<file path="config.mk">
export PLATFORM = sky130hd
export DESIGN_NAME = booth_r4_multiplier
export DESIGN_NICKNAME = d
export VERILOG_FILES = /design/src/rtl/booth_r4_multiplier.sv
export SDC_FILE = /design/constraint.sdc
export NUM_CORES = 1
export LEC_CHECK = 0
export CORE_MARGIN = 8
export CORE_UTILIZATION = 35
export DETAILED_ROUTE_END_ITERATION = 7
export GPL_ROUTABILITY_DRIVEN = 1
export PLACE_DENSITY = 0.66
export SLEW_MARGIN = 0
export SYNTH_ARGS = -nofsm -noshare
export SYNTH_HDL_FRONTEND = slang
export SYNTH_SLANG_ARGS = --single-unit
</file>
<file path="constraint.sdc">
create_clock -name clkSys -period 6.4 [get_ports clkSys]
set_clock_uncertainty 0.2 [all_clocks]
set_input_delay 0.96 -clock clkSys [delete_from_list [all_inputs] [get_ports clkSys]]
set_output_delay 0.96 -clock clkSys [all_outputs]
set_load 0.03 [all_outputs]
</file>
<file path="src/rtl/booth_r4_multiplier.sv">
// Sequential radix-4 Booth multiplier with a busy/done handshake.
// Retires two multiplier bits per cycle. Signed or unsigned operation is chosen
// per request. The result is exact in the low 2*WIDTH bits.
module booth_r4_multiplier #(
    parameter int WIDTH = 32
) (
    input  logic                 clkSys,
    input  logic                 rst_n,
    input  logic                 start,
    input  logic                 signed_mode,
    input  logic [WIDTH-1:0]     a,
    input  logic [WIDTH-1:0]     b,
    output logic                 busy,
    output logic [2*WIDTH-1:0]   product,
    output logic                 done
);

    localparam int ITER = WIDTH / 2 + 1;   // one Booth step per retired bit pair
    localparam int EW   = WIDTH + 2;       // extended operand width
    localparam int AW   = WIDTH + 3;       // accumulator width (room for +/-2A)
    localparam int CW   = $clog2(ITER);

    if ((WIDTH < 4) || ((WIDTH % 2) != 0)) begin : g_bad_width
        $error("booth_r4_multiplier: WIDTH must be even and >= 4");
    end

    typedef enum logic [1:0] {
        ST_IDLE = 2'b00,
        ST_CALC = 2'b01,
        ST_DONE = 2'b10
    } state_t;

    state_t              state_r;
    state_t              state_s;
    logic [CW-1:0]       cnt_r;
    logic [EW-1:0]       mcand_r;    // extended multiplicand
    logic [EW-1:0]       mplr_r;     // multiplier, refilled from the top with product bits
    logic                prev_r;     // b[2i-1] of the current triplet
    logic [AW-1:0]       acc_r;
    logic                busy_r;
    logic                done_r;
    logic [2*WIDTH-1:0]  product_r;

    logic                accept_s;
    logic                last_s;
    logic [EW-1:0]       a_ext_s;
    logic [EW-1:0]       b_ext_s;
    logic [AW-1:0]       one_a_s;
    logic [AW-1:0]       two_a_s;
    logic [AW-1:0]       pp_s;
    logic [AW-1:0]       sum_s;

    // Request acceptance, last-step detection and operand extension.
    always_comb begin
        accept_s = 1'b0;
        if (start && ((state_r == ST_IDLE) || (state_r == ST_DONE))) begin
            accept_s = 1'b1;
        end else begin
            accept_s = 1'b0;
        end
        last_s = (state_r == ST_CALC) && (cnt_r == CW'(ITER - 1));
        if (signed_mode) begin
            a_ext_s = {{2{a[WIDTH-1]}}, a};
            b_ext_s = {{2{b[WIDTH-1]}}, b};
        end else begin
            a_ext_s = {2'b00, a};
            b_ext_s = {2'b00, b};
        end
    end

    // Next-state logic of the control FSM.
    always_comb begin
        state_s = state_r;
        case (state_r)
            ST_IDLE: begin
                if (start) state_s = ST_CALC;
                else       state_s = ST_IDLE;
            end
            ST_CALC: begin
                if (last_s) state_s = ST_DONE;
                else        state_s = ST_CALC;
            end
            ST_DONE: begin
                if (start) state_s = ST_CALC;
                else       state_s = ST_IDLE;
            end
            default: state_s = ST_IDLE;
        endcase
    end

    // Booth recoding of the current triplet into a partial product, then accumulate.
    always_comb begin
        one_a_s = {mcand_r[EW-1], mcand_r};
        two_a_s = {mcand_r, 1'b0};
        case ({mplr_r[1:0], prev_r})
            3'b001, 3'b010: pp_s = one_a_s;
            3'b011:         pp_s = two_a_s;
            3'b100:         pp_s = {AW{1'b0}} - two_a_s;
            3'b101, 3'b110: pp_s = {AW{1'b0}} - one_a_s;
            default:        pp_s = {AW{1'b0}};
        endcase
        sum_s = acc_r + pp_s;
    end

    // FSM state register.
    always_ff @(posedge clkSys or negedge rst_n) begin
        if (!rst_n) state_r <= ST_IDLE;
        else        state_r <= state_s;
    end

    // Datapath: load on accept, one add-and-shift per CALC cycle, capture result on the last step.
    always_ff @(posedge clkSys or negedge rst_n) begin
        if (!rst_n) begin
            cnt_r     <= {CW{1'b0}};
            mcand_r   <= {EW{1'b0}};
            mplr_r    <= {EW{1'b0}};
            prev_r    <= 1'b0;
            acc_r     <= {AW{1'b0}};
            product_r <= {(2*WIDTH){1'b0}};
        end else if (accept_s) begin
            cnt_r   <= {CW{1'b0}};
            mcand_r <= a_ext_s;
            mplr_r  <= b_ext_s;
            prev_r  <= 1'b0;
            acc_r   <= {AW{1'b0}};
        end else if (state_r == ST_CALC) begin
            cnt_r  <= cnt_r + CW'(1);
            acc_r  <= {{2{sum_s[AW-1]}}, sum_s[AW-1:2]};
            mplr_r <= {sum_s[1:0], mplr_r[EW-1:2]};
            prev_r <= mplr_r[1];
            if (last_s) begin
                // Low 2*WIDTH bits of {shifted acc, shifted multiplier register}.
                product_r <= {sum_s[WIDTH-1:0], mplr_r[EW-1:2]};
            end else begin
                product_r <= product_r;
            end
        end else begin
            cnt_r <= cnt_r;
        end
    end

    // Handshake flags: busy across CALC, done as a one-cycle pulse into DONE.
    always_ff @(posedge clkSys or negedge rst_n) begin
        if (!rst_n) begin
            busy_r <= 1'b0;
            done_r <= 1'b0;
        end else begin
            done_r <= last_s;
            if (accept_s)    busy_r <= 1'b1;
            else if (last_s) busy_r <= 1'b0;
            else             busy_r <= busy_r;
        end
    end

    assign busy    = busy_r;
    assign done    = done_r;
    assign product = product_r;

endmodule

</file>
==> summary.md <==
| Metric | Value |
|---|---|
| RSZ-0062 raised after global routing | `false` |
| Post-route ant nets | `0` |
| Mean Syn Cell Area | `8.232 sq um` |
| Top_reg_cell synth | `dfrtp_1` |
| First-pass GRT wire length | `53,150 microns` |
| Initial DRC Count | `942` |
| Final Hold Viols | `0` |
| DRC viols | `0` |
| Final setup vio count | `0` |
| Rel. slew slack | `34.69%` |
| Worst path slowest cell | `or4b_1` |
| Number of buffer and inverter stages on the critical path | `1` |
| Critical Path Start Type | `flop` |
| Dominant cells by area after synthesis | `dfrtp_1, nand2_1, ha_1` |
| Largest stage delay, worst path | `0.57 ns` |
| Die Width | `188.3 microns` |
| Grt ovf | `0` |
| Worst-path clk slew | `0.08 ns` |
| Layout cells sized above 1 | `6.232%` |
| Syn Std Cell Area | `0.01039 sq mm` |
| Period utilisation layout | `91.29%` |
| Htree depth | `4` |
| Routed WL | `32,590 microns` |
| Drt pass-1 iters | `5` |
| Clk sinks | `174` |
| Die area | `0.03545 sq mm` |
| Hold Crit Class | `reg -> reg` |
| Fin crit period | `5.842 ns` |
| WP data arrival | `5.97 ns` |
| Max-slew violations | `0` |
| Initial antenna violation count | `1` |
| Clk Tree Root Cell | `clkbuf_16` |
| GRT Overall Usage | `18.33%` |
| DR vias | `9,661` |
| P&R area growth vs syn | `22.20%` |
| Initial core utilization | `35.33%` |
| Number of gates resized after cts | `0` |
| Routability cong. | `0.9037` |
| Core footprint | `0.02940 sq mm` |
| Endpoint class of the critical path | `flop` |
| Setup TNS | `0 ns` |
| F_max | `171.2 MHz` |
| Largest net degree at the start of global routing | `77` |
| Cell Rows | `63` |
| Post-DP Area | `0.01205 sq mm` |
| Post-synth cell types | `71` |
| Worst slew pin tran | `0.9673 ns` |
| Ys Warns | `0` |
| Vias in the first global route | `9,598` |
| Cells on worst reg2reg path | `17` |
| Post-synth top area share | `41.91%` |
| Post-CTS setup buffers | `0` |
| Cells after synthesis | `1,262` |
| Hold Buf Count CTS | `0` |
| Boundary Pins | `134` |
| Hold depth | `2` |
| Final nets | `1,457` |
| Commonest non-fill, non-tap cell in the layout | `nand2_1` |
| Vert. Die Dim | `188.3 microns` |
| Post-synth EDFFs | `0` |
| #FFs+latches synth | `174` |
| Post-DP HPWL | `22,870 microns` |
| Crit-path cells | `inv_1, ha_1, or4b_1, or3_1, or3_4, or3_4, xnor2_1, o21ai_0, ha_1, a211oi_1, o21ai_0, a221o_1, a31o_2, or3_1, a31oi_1, xnor2_1, mux2_2` |
| Cell taking the most area after synthesis | `dfrtp_1` |
| CTS tree | `built` |
| Crit Path Category | `reg -> reg` |
| Family with the most delay on the worst path | `simple AND/OR/NAND/NOR gates` |
| Average wire per standard cell | `18.57 microns` |
| Crit path depth | `17` |
| Clock insertion delay at the later pin of the skew report | `0.45 ns` |
| Num CTS Buffers | `17` |
| Seq/Total Area, Yosys | `41.91%` |
| CP required | `6.52 ns` |
| Commonest cells after routing, fill and taps aside | `nand2_1, dfrtp_1, clkdlybuf4s50_1` |
| I/O Buffers | `133` |
| Max Cap Viol | `0` |
| Status | `finished clean` |
| Max Buffers Root-to-Sink | `2` |
| Final instance area | `0.01269 sq mm` |
| Via-per-instance ratio | `5.505` |
| Ys async rst share | `100.0%` |
| FILL cells | `2,891` |
| CP max FO | `7` |
| Syn Nets | `1,368` |
==> final timing paths <==
check / start / endpoint / slack [ns]
setup reg to reg: mcand_r[0] / product[61] / 0.56
hold reg to reg: product[62] / product[62] / 0.28
min in group asynchronous: rst_n / product[5] / 0.34
hold / removal: product[62] / product[62] / 0.28
max in group asynchronous: rst_n / product[43] / 4.37
setup / recovery: mcand_r[0] / product[61] / 0.56
==> per-layer routing <==
layer / up-vias / part of all wire (%) / routed length [microns] / global-route usage [%]
met4: 2 / 1.9 / 624 / 4.848
met2: 326 / 46 / 15120 / 28.89
li1: 4604 / - / - / -
met5: - / 0.031 / 10 / 0
met1: 4680 / 44 / 14440 / 24.32
met3: 49 / 7.3 / 2391 / 5.213
==> tightest hold or removal path: cells and delay by family, from the launching register on <==
kind / cells / cell delay [ns]
flip-flops: 1 / 0.34
AND/OR/NAND/NOR: 2 / 0.10
==> synth_stat cells (24+ instances only) <==
cell,n
o21ai_0,75
a22o_1,29
a21oi_1,55
nand2_1,372
ha_1,37
nor2_1,87
xnor2_1,37
xor2_1,24
dfrtp_1,174
a22oi_1,24
clkbuf_1,63
a31oi_1,27
==> metrics by stage <==
step | util (%) | setup WS (ns) | std cells | hold WS [ns]
after CTS | 43.17 | 0.5740 | 1754 | 0.2822
after global placement | 41.00 | 0.7360 | 1722 | 0.2572
final | 43.18 | 0.5577 | 1755 | 0.2755
after detailed placement | 41.00 | 0.6140 | 1722 | 0.2608
after floorplan | - | 1.166 | 1262 | 0.2563
after global routing | 43.17 | 0.1852 | 1754 | 0.2901
==> state kept, by name, indices dropped and copies added, names as in the netlist <==
signal	count
state_r	2
cnt_r	5
mcand_r	33
product	64
busy	1
acc_r	33
done	1
mplr_r	34
prev_r	1
==> cell families after synthesis <==
group | synth area share [%]
adders and majority gates | 4.649
and+or+nand+nor | 22.87
DFF | 41.91
buffers and inverters | 3.818
AOI/OAI and AO/OA | 20.00
muxes | 1.602
xor gates and xnor gates | 5.143
==> cell type report <==
cell class                      instances  area [sq um]  area share [%]
Multi-Input combinational cell        987          5665           44.63
Sequential cell                       174          4354           34.30
Timing Repair Buffer                  152          1475           11.62
Tap cell                              390         488.0           3.844
Clock buffer                           17         425.4           3.351
Clock inverter                         15         212.7           1.676
Inverter                               19         71.32          0.5618
Antenna cell                            1         2.502         0.01971
Power is not shown: default switching activity piles up to over one toggle a cycle in this logic, so the estimate is an artifact.
